$ cat config.mk
export PLATFORM = sky130hd
export DESIGN_NAME = fwd_hazard_ctrl_flat
export DESIGN_NICKNAME = d
export VERILOG_FILES = /design/src/rtl/fwd_hazard_ctrl_if.sv /design/src/rtl/fwd_hazard_ctrl.sv /design/src/flat_wrapper.sv
export SDC_FILE = /design/constraint.sdc
export NUM_CORES = 1
export LEC_CHECK = 0
export ABC_AREA = 1
export BUFFER_PORTS_ARGS = -buffer_cell sky130_fd_sc_hd__clkbuf_2
export CAP_MARGIN = 5
export CORE_MARGIN = 3
export CORE_UTILIZATION = 25
export CTS_BUF_LIST = sky130_fd_sc_hd__clkbuf_4 sky130_fd_sc_hd__clkbuf_8 sky130_fd_sc_hd__clkbuf_16
export DETAILED_ROUTE_END_ITERATION = 12
export GPL_TIMING_DRIVEN = 0
export HOLD_SLACK_MARGIN = 0.12
export SYNTH_ARGS = -nofsm -noshare
export SYNTH_HDL_FRONTEND = slang
export SYNTH_SLANG_ARGS = --single-unit
export TNS_END_PERCENT = 20
$ cat constraint.sdc
create_clock -name clk -period 1.65 [get_ports clk]
set_clock_uncertainty 0.15 [all_clocks]
set_input_delay 0.0825 -clock clk [delete_from_list [all_inputs] [get_ports clk]]
set_output_delay 0.0825 -clock clk [all_outputs]
set_load 0.1 [all_outputs]
$ cat src/rtl/fwd_hazard_ctrl_if.sv
// ID-stage instruction fields, flush request and the hazard/forwarding
// controls returned to the pipeline.
interface fwd_hazard_ctrl_if #(
  parameter int REG_W = 6
);
  logic             id_valid;
  logic [REG_W-1:0] id_rs;
  logic [REG_W-1:0] id_rt;
  logic             id_use_rs;
  logic             id_use_rt;
  logic [REG_W-1:0] id_rd;
  logic             id_wr;
  logic             id_load;
  logic             flush;
  logic [1:0]       fwd_a_sel;
  logic [1:0]       fwd_b_sel;
  logic             stall;
  logic             bubble;

  modport master (
    output id_valid, id_rs, id_rt, id_use_rs, id_use_rt, id_rd, id_wr, id_load, flush,
    input  fwd_a_sel, fwd_b_sel, stall, bubble
  );

  modport slave (
    input  id_valid, id_rs, id_rt, id_use_rs, id_use_rt, id_rd, id_wr, id_load, flush,
    output fwd_a_sel, fwd_b_sel, stall, bubble
  );
endinterface

$ cat src/rtl/fwd_hazard_ctrl.sv
// Forwarding and load-use hazard controller: shadows the EX/MEM/WB
// destinations and drives the EX operand mux selects, stall and bubble.
module fwd_hazard_ctrl #(
  parameter int REG_W = 6
) (
  input  logic               clk,
  input  logic               rst,
  fwd_hazard_ctrl_if.slave   bus
);

  typedef struct packed {
    logic             valid;
    logic [REG_W-1:0] rd;
    logic             wr;
    logic             load;
    logic [REG_W-1:0] rs;
    logic [REG_W-1:0] rt;
    logic             use_rs;
    logic             use_rt;
  } ex_entry_t;

  typedef struct packed {
    logic             valid;
    logic [REG_W-1:0] rd;
    logic             wr;
    logic             load;
  } mem_entry_t;

  // A WB value is always forwardable, so the load flag is not carried here.
  typedef struct packed {
    logic             valid;
    logic [REG_W-1:0] rd;
    logic             wr;
  } wb_entry_t;

  ex_entry_t  ex_reg,  ex_next;
  mem_entry_t mem_reg, mem_next;
  wb_entry_t  wb_reg,  wb_next;

  logic rs_hit;
  logic rt_hit;
  logic load_use;
  logic stall_int;

  always_comb begin
    rs_hit    = bus.id_use_rs && (bus.id_rs == ex_reg.rd);
    rt_hit    = bus.id_use_rt && (bus.id_rt == ex_reg.rd);
    load_use  = bus.id_valid && ex_reg.valid && ex_reg.wr && ex_reg.load && (rs_hit || rt_hit);
    stall_int = load_use && !bus.flush;
  end

  assign bus.stall  = stall_int;
  assign bus.bubble = stall_int || bus.flush;

  always_comb begin
    ex_next        = '0;
    ex_next.valid  = bus.id_valid;
    ex_next.rd     = bus.id_rd;
    ex_next.wr     = bus.id_wr;
    ex_next.load   = bus.id_load;
    ex_next.rs     = bus.id_rs;
    ex_next.rt     = bus.id_rt;
    ex_next.use_rs = bus.id_use_rs;
    ex_next.use_rt = bus.id_use_rt;

    mem_next.valid = ex_reg.valid;
    mem_next.rd    = ex_reg.rd;
    mem_next.wr    = ex_reg.wr;
    mem_next.load  = ex_reg.load;

    wb_next.valid  = mem_reg.valid;
    wb_next.rd     = mem_reg.rd;
    wb_next.wr     = mem_reg.wr;

    // Stall holds ID upstream and inserts a NOP; flush also kills the EX instruction.
    if (stall_int || bus.flush) begin
      ex_next = '0;
    end
    if (bus.flush) begin
      mem_next = '0;
    end
  end

  always_ff @(posedge clk) begin
    if (rst) begin
      ex_reg  <= '0;
      mem_reg <= '0;
      wb_reg  <= '0;
    end else begin
      ex_reg  <= ex_next;
      mem_reg <= mem_next;
      wb_reg  <= wb_next;
    end
  end

  logic [REG_W-1:0] ex_src [2];
  logic             ex_use [2];

  assign ex_src[0] = ex_reg.rs;
  assign ex_src[1] = ex_reg.rt;
  assign ex_use[0] = ex_reg.use_rs;
  assign ex_use[1] = ex_reg.use_rt;

  genvar gi;
  generate
    for (gi = 0; gi < 2; gi++) begin : g_fwd
      logic [1:0] sel;

      // MEM holds the newer value, so it is checked first; a MEM load has no data yet.
      always_comb begin
        sel = 2'b00;
        if (ex_reg.valid && ex_use[gi]) begin
          if (mem_reg.valid && mem_reg.wr && !mem_reg.load && (mem_reg.rd == ex_src[gi])) begin
            sel = 2'b01;
          end else if (wb_reg.valid && wb_reg.wr && (wb_reg.rd == ex_src[gi])) begin
            sel = 2'b10;
          end
        end
      end

      if (gi == 0) begin : g_a
        assign bus.fwd_a_sel = sel;
      end else begin : g_b
        assign bus.fwd_b_sel = sel;
      end
    end
  endgenerate

endmodule

$ cat src/flat_wrapper.sv
// flat-port wrapper written by rule: the top's interface ports become plain ports
module fwd_hazard_ctrl_flat 
#(
  parameter int REG_W = 6
)
  (clk, rst, bus_id_valid, bus_id_rs, bus_id_rt, bus_id_use_rs, bus_id_use_rt, bus_id_rd, bus_id_wr, bus_id_load, bus_flush, bus_fwd_a_sel, bus_fwd_b_sel, bus_stall, bus_bubble);
  fwd_hazard_ctrl_if #(.REG_W(REG_W)) bus_i ();
  input  logic clk;
  input  logic rst;
  input wire logic [$bits(bus_i.id_valid)-1:0] bus_id_valid;
  input wire logic [$bits(bus_i.id_rs)-1:0] bus_id_rs;
  input wire logic [$bits(bus_i.id_rt)-1:0] bus_id_rt;
  input wire logic [$bits(bus_i.id_use_rs)-1:0] bus_id_use_rs;
  input wire logic [$bits(bus_i.id_use_rt)-1:0] bus_id_use_rt;
  input wire logic [$bits(bus_i.id_rd)-1:0] bus_id_rd;
  input wire logic [$bits(bus_i.id_wr)-1:0] bus_id_wr;
  input wire logic [$bits(bus_i.id_load)-1:0] bus_id_load;
  input wire logic [$bits(bus_i.flush)-1:0] bus_flush;
  output wire logic [$bits(bus_i.fwd_a_sel)-1:0] bus_fwd_a_sel;
  output wire logic [$bits(bus_i.fwd_b_sel)-1:0] bus_fwd_b_sel;
  output wire logic [$bits(bus_i.stall)-1:0] bus_stall;
  output wire logic [$bits(bus_i.bubble)-1:0] bus_bubble;
  assign bus_i.id_valid = bus_id_valid;
  assign bus_i.id_rs = bus_id_rs;
  assign bus_i.id_rt = bus_id_rt;
  assign bus_i.id_use_rs = bus_id_use_rs;
  assign bus_i.id_use_rt = bus_id_use_rt;
  assign bus_i.id_rd = bus_id_rd;
  assign bus_i.id_wr = bus_id_wr;
  assign bus_i.id_load = bus_id_load;
  assign bus_i.flush = bus_flush;
  assign bus_fwd_a_sel = bus_i.fwd_a_sel;
  assign bus_fwd_b_sel = bus_i.fwd_b_sel;
  assign bus_stall = bus_i.stall;
  assign bus_bubble = bus_i.bubble;
  fwd_hazard_ctrl #(.REG_W(REG_W)) u_core (.clk(clk), .rst(rst), .bus(bus_i));
endmodule
# == After elaboration in Yosys (flattened, before gate mapping) ==
# Index checks and enable logic that the tools add are counted.
# word_totals
regBits,40
out_inout_bits,6
inputBits,26
word_cells,49
# op_classes
eq_ne,6
reduce_logical,22
muxes,6
# ops
cell,count
$eq 6x6->1,6
$logic_and 1x1->1,16
$mux 2,6
$reduce_or 2->1,2
$logic_not 1->1,2
$logic_or 1x1->1,2

# == Depth between registers and ports, before layout ==
# Gate-level depths: netlist of run 1.
# depth
word_depth,7
ltp_mapped,12
depth_no_buf,11

# == Worst setup path after synthesis of run 1 ==
# OpenSTA, ideal clock, no wires.
# synth_path
path_kind,reg2out
start,register u_core.mem_reg[5] (netlist bit)
end,output port bus_fwd_b_sel[0]
path_stages_with_launch,4
arrival_ps,3486
path_slack_ps,-2068
required_time_ps,1417
path_buffers,0
path_cell_list,dfxtp_1 xnor2_1 nand3_1 nor4_1
# synth_between
elab_chain_cells,4
# synth_lines
item,line_no,text
"start, declared",fwd_hazard_ctrl.sv:37,"mem_entry_t mem_reg, mem_next;"
"start signal, assigned",fwd_hazard_ctrl.sv:91,mem_reg <= mem_next;
$eq 6x6->1,fwd_hazard_ctrl.sv:113,if (mem_reg.valid && mem_reg.wr && !mem_reg.load && (mem_reg.rd == ex_src[gi])) begin
$logic_and 1x1->1,fwd_hazard_ctrl.sv:113,
$mux 2,fwd_hazard_ctrl.sv:113,
$mux 2,fwd_hazard_ctrl.sv:112,if (ex_reg.valid && ex_use[gi]) begin
"end, declared",flat_wrapper.sv:20,output wire logic [$bits(bus_i.fwd_b_sel)-1:0] bus_fwd_b_sel;
# No other way between the ends.

# == Final worst setup path of run 1 ==
# layout_path
start,register u_core.mem_reg[1] (netlist bit)
end,output port bus_fwd_a_sel[0]
# layout_between
elab_chain_cells,5
# layout_lines
item,line_no,text
$logic_and 1x1->1 (3 in series),fwd_hazard_ctrl.sv:113,
$mux 2,fwd_hazard_ctrl.sv:113,
$mux 2,fwd_hazard_ctrl.sv:112,
"end, declared",flat_wrapper.sv:19,output wire logic [$bits(bus_i.fwd_a_sel)-1:0] bus_fwd_a_sel;
# No other way between the ends.

==> results of run 1 <==
[cell type report]
class                      count  area share
sequential                    40       0.321
multi-input combinational    139       0.311
timing repair buffer          59       0.210
inverter                      49      0.0721
tap                           77      0.0378
clock buffer                   6      0.0299
buffer                         3      0.0157
clock inverter                 1     0.00196
[metal layers]
metal,vias up,GRT usage
met5,-,0
li1,810,-
met3,4,0.0317
met1,675,0.121
met2,27,0.201
met4,0,0.0343
[placed cells by master, fill, tap and decap left out, types with 3 or more instances in the layout]
master	n
xor2_1	5
inv_1	43
nand2_1	38
nor2_1	42
inv_2	5
nand4_1	4
dlygate4sd3_1	25
xnor2_1	12
buf_4	4
nor2_2	11
nand3_2	4
nand2_2	3
clkbuf_8	5
clkbuf_2	24
dfxtp_2	15
dfxtp_1	25
nor3_2	3
o21ai_0	3
clkbuf_16	4
[worst min-delay path: cells and delay by family, from the launching register on]
kind | cells | cell delay [ps]
simple gates | 1 | 30
flops | 1 | 340
buf+inv | 1 | 60
[power by group]
| part | internal (uW) | switching, uW | total [uW] | leakage [uW] |
|---|---|---|---|---|
| sequential | 996 | 22.9 | 1020 | 0.000333 |
| combinational | 126 | 124 | 250 | 0.000793 |
| clock | 304 | 302 | 606 | 0.0000445 |
| total | 1430 | 449 | 1870 | 0.00117 |
[repair_timing]
action | CTS | global route
pin swaps | 8 | 14
gates resized for setup | 37 | 21
cloned | 0 | 0
hold buffers | 25 | 0
setup buffers | 2 | 2
endpoints found under the setup margin | 6 | 26
endpoints found under the hold margin | 34 | 0
[how the worst max path moves through the flow]
stage / from / to / slack [ps] / depth (start not counted)
6_report: u_core.mem_reg[1]$_SDFF_PP0_ / bus_fwd_a_sel[0] / -120 / 6
4_1_cts: u_core.ex_reg[21]$_SDFF_PP0_ / bus_stall / -130 / 9
3_3_place_gp: u_core.mem_reg[8]$_SDFF_PP0_ / bus_fwd_a_sel[0] / -220 / 6
2_1_floorplan: u_core.mem_reg[5]$_SDFF_PP0_ / bus_fwd_b_sel[0] / -300 / 3
3_5_place_dp: u_core.mem_reg[8]$_SDFF_PP0_ / bus_fwd_a_sel[0] / -210 / 6
5_1_grt: u_core.ex_reg[11]$_SDFF_PP0_ / bus_fwd_a_sel[1] / -190 / 7
[per-stage QoR]
| step | total power [uW] | instance area [sq um] |
|---|---|---|
| 6_report | 1870 | 2550 |
| 5_1_grt | 1970 | 2550 |
| 4_1_cts | 1890 | 2490 |
| 3_5_place_dp | 1220 | 1970 |
| 3_3_place_gp | 1220 | 1970 |
| 2_1_floorplan | 1160 | 1730 |
[cells by family after synthesis]
kind of cell	Yosys count	synth area share
buf+inv	52	0.129
compound gates	8	0.0264
flops	40	0.470
xor+xnor	17	0.0874
simple gates	114	0.287
[Yosys cell counts, drive strengths merged]
master	n	area (sq um)
a21oi	2	10.0
xor2	5	43.8
buf	3	36.3
o22ai	2	12.5
nand4	4	25.0
nor4	2	12.5
nand2	43	171
clkinv	1	3.75
o21ai	3	15.0
nor3	4	20.0
xnor2	12	105
dfxtp	40	801
inv	48	180
nand3	6	30.0
nor2	54	223
a211oi	1	7.51
and3	1	6.26
==> run metrics, run 1 <==
Synthesis Warnings=0; met2 routed WL=2020 microns; fin. max-slew vios=0; Vert. Die Dim=88.5 microns; Slew @ Worst Pin=around 260 ps; Die X=slightly below 90 microns; clock buffer depth=2; port bufs=30; violated checks=negative setup slack; final hold viol count=0; reg2reg setup slack=30 ps; Final ANT Viol Nets=0; max layer used=met4; Worst-path clk slew=~70 ps; CP required=between 1000 and 1500 ps; total grt overflow=0; vias in the first global route=1,524; R2R cell count=11; unrepaired setup endpoints after global routing=true; Core Util, Final=0.395; Slowest cell on crit path=dfxtp_2; DR iter-0 viols=57; initial antenna violation count=0; worst hold slack=305 ps; Hold Path Cell Cnt=2; core area=around 0.0065 sq mm; Worst-Skew Late Latency=~280 ps; hold endpoint=u_core.wb_reg[1]$_SDFF_PP0_; Worst Setup Start Kind=flip-flop; HP Start=u_core.mem_reg[2]$_SDFF_PP0_; Num CTS Buffers=5; crit-path cells=inv_2, nor3_4, nand4_1, nor2_2, and3_4, clkbuf_16; full die area=around 0.008 sq mm; layout cell share with drive strength beyond 1=0.313; CTS tree=built; RR Startpoint=u_core.ex_reg[21]$_SDFF_PP0_; number of flip-flops in the largest register=23; number of diodes=0; pwr dens=735 mW/mm^2; pin count of the biggest net entering global routing=12; via count=~1.5k; Synth Cell Area=0.00170 sq mm; final setup fails=6; distinct cell type count after synthesis=23; fin cells=approximately 370; Syn Nets=approximately 260; num ports=32; Placer Congestion=between 0.7 and 0.8; # fillers=approximately 660; Clock Root Buffer=clkbuf_8; sequential share of the synthesized area=0.470; drt drc=0; slack of the critical path=-118 ps; Avg Cell Area, Syn=between 7 and 8 sq um; Initial DRT Pass Iterations=4; achievable frequency=between 500 and 600 MHz; CP top delay family=simple AND/OR/NAND/NOR gates; first-pass GRT wire length=between 6000 and 7000 microns; post-synthesis cell count=~230; WP data arrival=between 1500 and 2000 ps; max_cap viols=0; RR Endpoint=u_core.ex_reg[22]$_SDFF_PP0_; Cell Rows=29; leakage power=between 0.001 and 0.0015 uW; Sum Neg Setup Slack=-442 ps; FF+latch area=between 800 and 900 sq um; minimum clock period=approximately 1800 ps; worst-path maximum fanout=2; post-synthesis register bit count=40; Multi-input gate area=about 800 sq um; M1 WL=~1700 microns; Crit. End Element=primary output; met3 WL=approximately 150 microns; Critical path buffers and inverters=2; post-DP HPWL=between 2000 and 3000 microns; vias per cell=approximately 4; initial core utilization=0.264; Area Overhead vs Synth=49.8%; CTS H-tree depth=2; Final Net Count=roughly 320; wire length after detailed routing=3860 microns; Final period util=1.07; GR Util All Layers=0.109; Crit Path Class=flip-flop to primary output; Post-Place Setup Slack=-212 ps; crit-path max cell delay=320 ps; clock sinks=40; status=complete, but fails checks; drt wl/cell=10.3 microns; worst min path class=flip-flop to flip-flop; Cells after DPL=roughly 340; Slew HR=0.824; worst vdd ir=0.000537 V
Power figures use the tool's default switching activity.
==> run 2, diff against run 1 <==
--- a/config.mk
+++ b/config.mk
@@ -8,12 +8,15 @@
 export ABC_AREA = 1
 export BUFFER_PORTS_ARGS = -buffer_cell sky130_fd_sc_hd__clkbuf_2
 export CAP_MARGIN = 5
-export CORE_MARGIN = 3
+export CELL_PAD_IN_SITES_DETAIL_PLACEMENT = 1
+export CELL_PAD_IN_SITES_GLOBAL_PLACEMENT = 1
+export CORE_MARGIN = 5
 export CORE_UTILIZATION = 25
 export CTS_BUF_LIST = sky130_fd_sc_hd__clkbuf_4 sky130_fd_sc_hd__clkbuf_8 sky130_fd_sc_hd__clkbuf_16
 export DETAILED_ROUTE_END_ITERATION = 12
 export GPL_TIMING_DRIVEN = 0
 export HOLD_SLACK_MARGIN = 0.12
+export PLACE_DENSITY_LB_ADDON = 0.1
 export SYNTH_ARGS = -nofsm -noshare
 export SYNTH_HDL_FRONTEND = slang
 export SYNTH_SLANG_ARGS = --single-unit
==> constraint.sdc (replaced) <==
create_clock -name clk -period 1.8 [get_ports clk]
set_clock_uncertainty 0.15 [all_clocks]
set_input_delay 0.09 -clock clk [delete_from_list [all_inputs] [get_ports clk]]
set_output_delay 0.09 -clock clk [all_outputs]
set_load 0.1 [all_outputs]
==> run metrics, run 2 (same netlist as run 1, synthesis figures left out) <==
clock buffer depth=2 (unchanged); Worst Setup Start Kind=flip-flop; Area Overhead vs Synth=54.0%; Placer Congestion=0.778 (-0.42%); Worst-path clk slew=70 ps (about the same); port bufs=30 (unchanged); pwr dens=695 mW/mm^2 (-5.4%); worst vdd ir=0.000376 V (-30%); initial core utilization=0.253 (-0.0102); Die X=92.5 microns (+4.5%); num ports=32 (unchanged); initial antenna violation count=0 (unchanged); vias in the first global route=1,567 (+2.8%); max_cap viols=0 (unchanged); post-DP HPWL=3570 microns (+24%); first-pass GRT wire length=7390 microns (+13%); Num CTS Buffers=5 (unchanged); CTS tree=built; Vert. Die Dim=92.5 microns (+4.5%); PnR Total Power=1820 uW (-2.8%); Cells after DPL=341 (+0.89%); Clock Root Buffer=clkbuf_8; full die area=0.00856 sq mm (+9.2%); most common cell after layout, fill and taps aside=inv_1; worst-path maximum fanout=4 (+2); achievable frequency=550 MHz; WP data arrival=1580 ps (+40 ps); layout cell share with drive strength beyond 1=0.331 (+0.0180); Final period util=1.01; Slew @ Worst Pin=430 ps (+167 ps); R2R cell count=7 (-4); drt wl/cell=12.5 microns (+21%); minimum clock period=approximately 1800 ps; slack of the critical path=-18.0 ps (+99.9 ps); Slew HR=0.713 (-0.111); unrepaired setup endpoints after global routing=true; via count=1,524 (+0.53%); number of diodes=0 (unchanged); fin. max-slew vios=0 (unchanged); vias per cell=4.02 (-0.80%); Worst-Skew Late Latency=290 ps (about the same); wire length after detailed routing=4730 microns (+23%); core area=0.00672 sq mm (+4.0%); DR iter-0 viols=38 (-33%); Final Net Count=325 (+0.62%); number of flip-flops in the largest register=23 (unchanged); Cell Rows=30 (+3.4%); commonest cells after routing, fill and taps aside=inv_1 (43), nor2_1 (42), nand2_1 (36); drt drc=0 (unchanged); CTS H-tree depth=2 (unchanged); violated checks=negative setup slack; status=complete, but fails checks; CP required=1560 ps (+140 ps); fin cells=379 (+1.3%); Crit. End Element=primary output; Crit Path Class=flip-flop to primary output; leakage power=0.00120 uW (+2.6%); GR Util All Layers=0.113 (+0.00328); final hold viol count=0 (unchanged); Hold Path Cell Cnt=2 (unchanged); Sum Neg Setup Slack=-18.0 ps (+424 ps); pin count of the biggest net entering global routing=12 (unchanged); total grt overflow=0 (unchanged); final setup fails=1 (-5); worst min path class=flip-flop to flip-flop; Initial DRT Pass Iterations=3 (-1); Final ANT Viol Nets=0 (unchanged); clock sinks=40 (unchanged)
[run 2: cell count changes in the layout (fill, tap and decap cells not counted), moves of 2 or more]
cell,delta
xnor2_1,-5
nand2_2,+2
nor3_2,-3
xnor2_2,+5
clkbuf_8,+3
nand2_1,-2
nor3_1,+3
[run 2: final cells by class]
class                   instances  area, sq um
flip-flops and latches         40          820
clock buffers                   7         96.3
inverters                      49          184
well taps                      80          100
fillers                       796         4100
plain buffers                   3         40.0
multi-input cells             139          826
repair buffers                 61          557
[run 2: final timing paths]
| check | start | to | slack, ps |
|---|---|---|---|
| setup / recovery | u_core.ex_reg[22]$_SDFF_PP0_ | bus_stall | -20 |
| hold / removal | u_core.mem_reg[8]$_SDFF_PP0_ | u_core.wb_reg[7]$_SDFF_PP0_ | 320 |
| setup reg to reg | u_core.ex_reg[22]$_SDFF_PP0_ | u_core.ex_reg[11]$_SDFF_PP0_ | 170 |
| hold reg to reg | u_core.mem_reg[8]$_SDFF_PP0_ | u_core.wb_reg[7]$_SDFF_PP0_ | 320 |
[run 2: timing repair]
item | 4_1_cts | 5_1_grt
setup endpoints to repair | 6 | 26
hold endpoints to repair | 31 | 0
setup buffers | 1 | 5
hold buffers | 25 | 0
gates resized for setup | 28 | 35
gates cloned | 0 | 1
pin swaps | 0 | 7
[run 2: routing by layer]
metal  GRT usage  up-vias  part of all wire
met2       0.187       23              0.49
met1       0.141      680              0.46
met4      0.0297        0             0.012
met5           0        -                 0
met3      0.0341        5             0.036
li1            -      816                 -
[run 2: through the flow]
| step | hold WS, ps | instance area [sq um] | utilization | setup slack (ps) |
|---|---|---|---|---|
| floorplan | 52.2 | 1720 | - | -421 |
| global placement | 140 | 1970 | 0.294 | -107 |
| detailed placement | 148 | 1970 | 0.294 | -53.6 |
| CTS | 299 | 2460 | 0.366 | -45.3 |
| global route | 335 | 2620 | 0.390 | -122 |
| finish | 316 | 2620 | 0.390 | -18.0 |
[run 2: power by group]
part           internal, uW  leakage [uW]  switching [uW]
logic                   128      0.000818             121
clock network           341     0.0000503             295
registers               913      0.000333            23.4
total                  1380       0.00120             440
[run 2: critical path, cell delays in order, from the launching register on]
cell	delay, ps
dfxtp_1	380
inv_1	100
nor4_4	350
nand2_4	110
nor2_4	140
clkbuf_16	210
==> run 3, diff against run 2 <==
--- a/config.mk
+++ b/config.mk
@@ -8,15 +8,12 @@
 export ABC_AREA = 1
 export BUFFER_PORTS_ARGS = -buffer_cell sky130_fd_sc_hd__clkbuf_2
 export CAP_MARGIN = 5
-export CELL_PAD_IN_SITES_DETAIL_PLACEMENT = 1
-export CELL_PAD_IN_SITES_GLOBAL_PLACEMENT = 1
 export CORE_MARGIN = 5
 export CORE_UTILIZATION = 25
 export CTS_BUF_LIST = sky130_fd_sc_hd__clkbuf_4 sky130_fd_sc_hd__clkbuf_8 sky130_fd_sc_hd__clkbuf_16
 export DETAILED_ROUTE_END_ITERATION = 12
 export GPL_TIMING_DRIVEN = 0
 export HOLD_SLACK_MARGIN = 0.12
-export PLACE_DENSITY_LB_ADDON = 0.1
 export SYNTH_ARGS = -nofsm -noshare
 export SYNTH_HDL_FRONTEND = slang
 export SYNTH_SLANG_ARGS = --single-unit
==> run metrics, run 3 (same netlist as run 1, synthesis figures left out) <==
status=completed; worst vdd ir=0.000277 V (-26%); layout cell share with drive strength beyond 1=0.246 (-0.0854); DR iter-0 viols=61 (+61%); Worst Setup Start Kind=flip-flop; port bufs=30 (unchanged); final setup fails=0 (-1); pwr dens=690 mW/mm^2 (-0.63%); first-pass GRT wire length=6680 microns (-9.6%); num ports=32 (unchanged); CTS H-tree depth=2 (unchanged); Vert. Die Dim=92.5 microns (unchanged); Sum Neg Setup Slack=0 ps (+18.0 ps); commonest cells after routing, fill and taps aside=inv_1 (45), nor2_1 (42), nand2_1 (39); Final ANT Viol Nets=0 (unchanged); full die area=0.00856 sq mm (unchanged); Critical path buffers and inverters=2 (unchanged); drt drc=0 (unchanged); Design Area, Final=0.00249 sq mm (-5.2%); GR Util All Layers=0.101 (-0.0119); CTS tree=built; wire length after detailed routing=3920 microns (-17%); worst-path maximum fanout=4 (unchanged); Slew HR=0.811 (+0.0983); CP required=1560 ps (about the same); number of flip-flops in the largest register=23 (unchanged); Slew @ Worst Pin=283 ps (-147 ps); CP top delay family=simple AND/OR/NAND/NOR gates; worst min path class=flip-flop to flip-flop; initial antenna violation count=0 (unchanged); R2R cell count=6 (-1); Worst-Skew Late Latency=280 ps (about the same); WP data arrival=1530 ps (-50 ps); core area=0.00672 sq mm (unchanged); Final period util=0.985 (-0.0253); minimum clock period=1770 ps (-45.5 ps); Die X=92.5 microns (unchanged); Cell Rows=30 (unchanged); post-CTS setup buffer count=0 (-1); Hold Path Cell Cnt=2 (unchanged); reg2reg setup slack=280 ps (+110 ps); vias per cell=4.01 (-0.26%); Clock Root Buffer=clkbuf_8; most common cell after layout, fill and taps aside=inv_1; unrepaired setup endpoints after global routing=true; Area Overhead vs Synth=46.0%; crit-path max cell delay=380 ps (about the same); final hold viol count=0 (unchanged); clock buffer depth=2 (unchanged); post-DP HPWL=2970 microns (-17%); drt wl/cell=10.5 microns (-16%); Post-DP Area=0.00197 sq mm (unchanged); initial core utilization=0.253 (unchanged); Final Net Count=319 (-1.8%); max_cap viols=0 (unchanged); Initial DRT Pass Iterations=4 (+1); via count=1,496 (-1.8%); Crit. End Element=primary output; fin. max-slew vios=0 (unchanged); Slowest cell on crit path=dfxtp_1; Crit Path Class=flip-flop to primary output; vias in the first global route=1,523 (-2.8%); number of diodes=0 (unchanged); Worst-path clk slew=70 ps (about the same); leakage power=0.00114 uW (-5.0%); crit-path cells=inv_1, nor4_4, nand2_4, nor2_4, clkbuf_16; clock sinks=40 (unchanged); total grt overflow=0 (unchanged); Num CTS Buffers=5 (unchanged); CP Depth=5 (unchanged); achievable frequency=564 MHz (+2.6%); Placer Congestion=0.827 (+6.2%); pin count of the biggest net entering global routing=12 (unchanged)
==> run 3: cell count changes in the layout (fill, tap and decap cells not counted), sizes merged <==
cell / change
buf: -4
clkbuf: -3
clkinv: +2
inv: -1
==> run 3: where the power goes <==
part	switching, uW	internal, uW
clock network	282	278
logic	113	111
registers	19.8	912
total	415	1300
==> run 3: routing by layer <==
metal	wire, microns	vias to the layer above	GRT usage
met5	0	-	0
met4	156	0	0.0582
li1	-	800	-
met1	1640	654	0.106
met2	1970	30	0.178
met3	150	12	0.0284
==> run 3: worst paths after layout <==
check                                 to                    startpoint
max                            bus_stall  u_core.ex_reg[22]$_SDFF_PP0_
min          u_core.wb_reg[1]$_SDFF_PP0_  u_core.mem_reg[2]$_SDFF_PP0_
max reg2reg  u_core.ex_reg[6]$_SDFF_PP0_  u_core.ex_reg[22]$_SDFF_PP0_
min reg2reg  u_core.wb_reg[1]$_SDFF_PP0_  u_core.mem_reg[2]$_SDFF_PP0_
==> run 3: area by class of cell <==
type	count	area, sq um
tap	80	100
timing repair buffer	55	500
multi-input combinational	139	778
fill	669	4230
inverter	49	184
buffer	3	36.3
clock buffer	6	76.3
sequential	40	806
clock inverter	1	5.00
==> run 3: metrics by stage <==
step                      setup WS (ps)  power [uW]  hold WS (ps)  instances   util
after floorplan                    -421        1060          52.2        231      -
after global placement            -77.9        1120           145        341  0.294
after detailed placement          -39.6        1120           143        341  0.294
after CTS                         -23.9        1730           299        373  0.359
after global routing               -107        1810           341        373  0.370
final                              27.5        1720           313        373  0.370
==> run 3: timing repair <==
action,CTS,global route
resized for setup,23,19
endpoints found under the setup margin,6,6
hold buffers,25,0
pin swaps,0,1
hold endpoints to repair,31,0
==> run 3: worst register-to-register path, delay by kind of cell (launching register included) <==
kind	cells	cell delay, ps
buf+inv	2	250
flops	1	380
simple gates	4	630
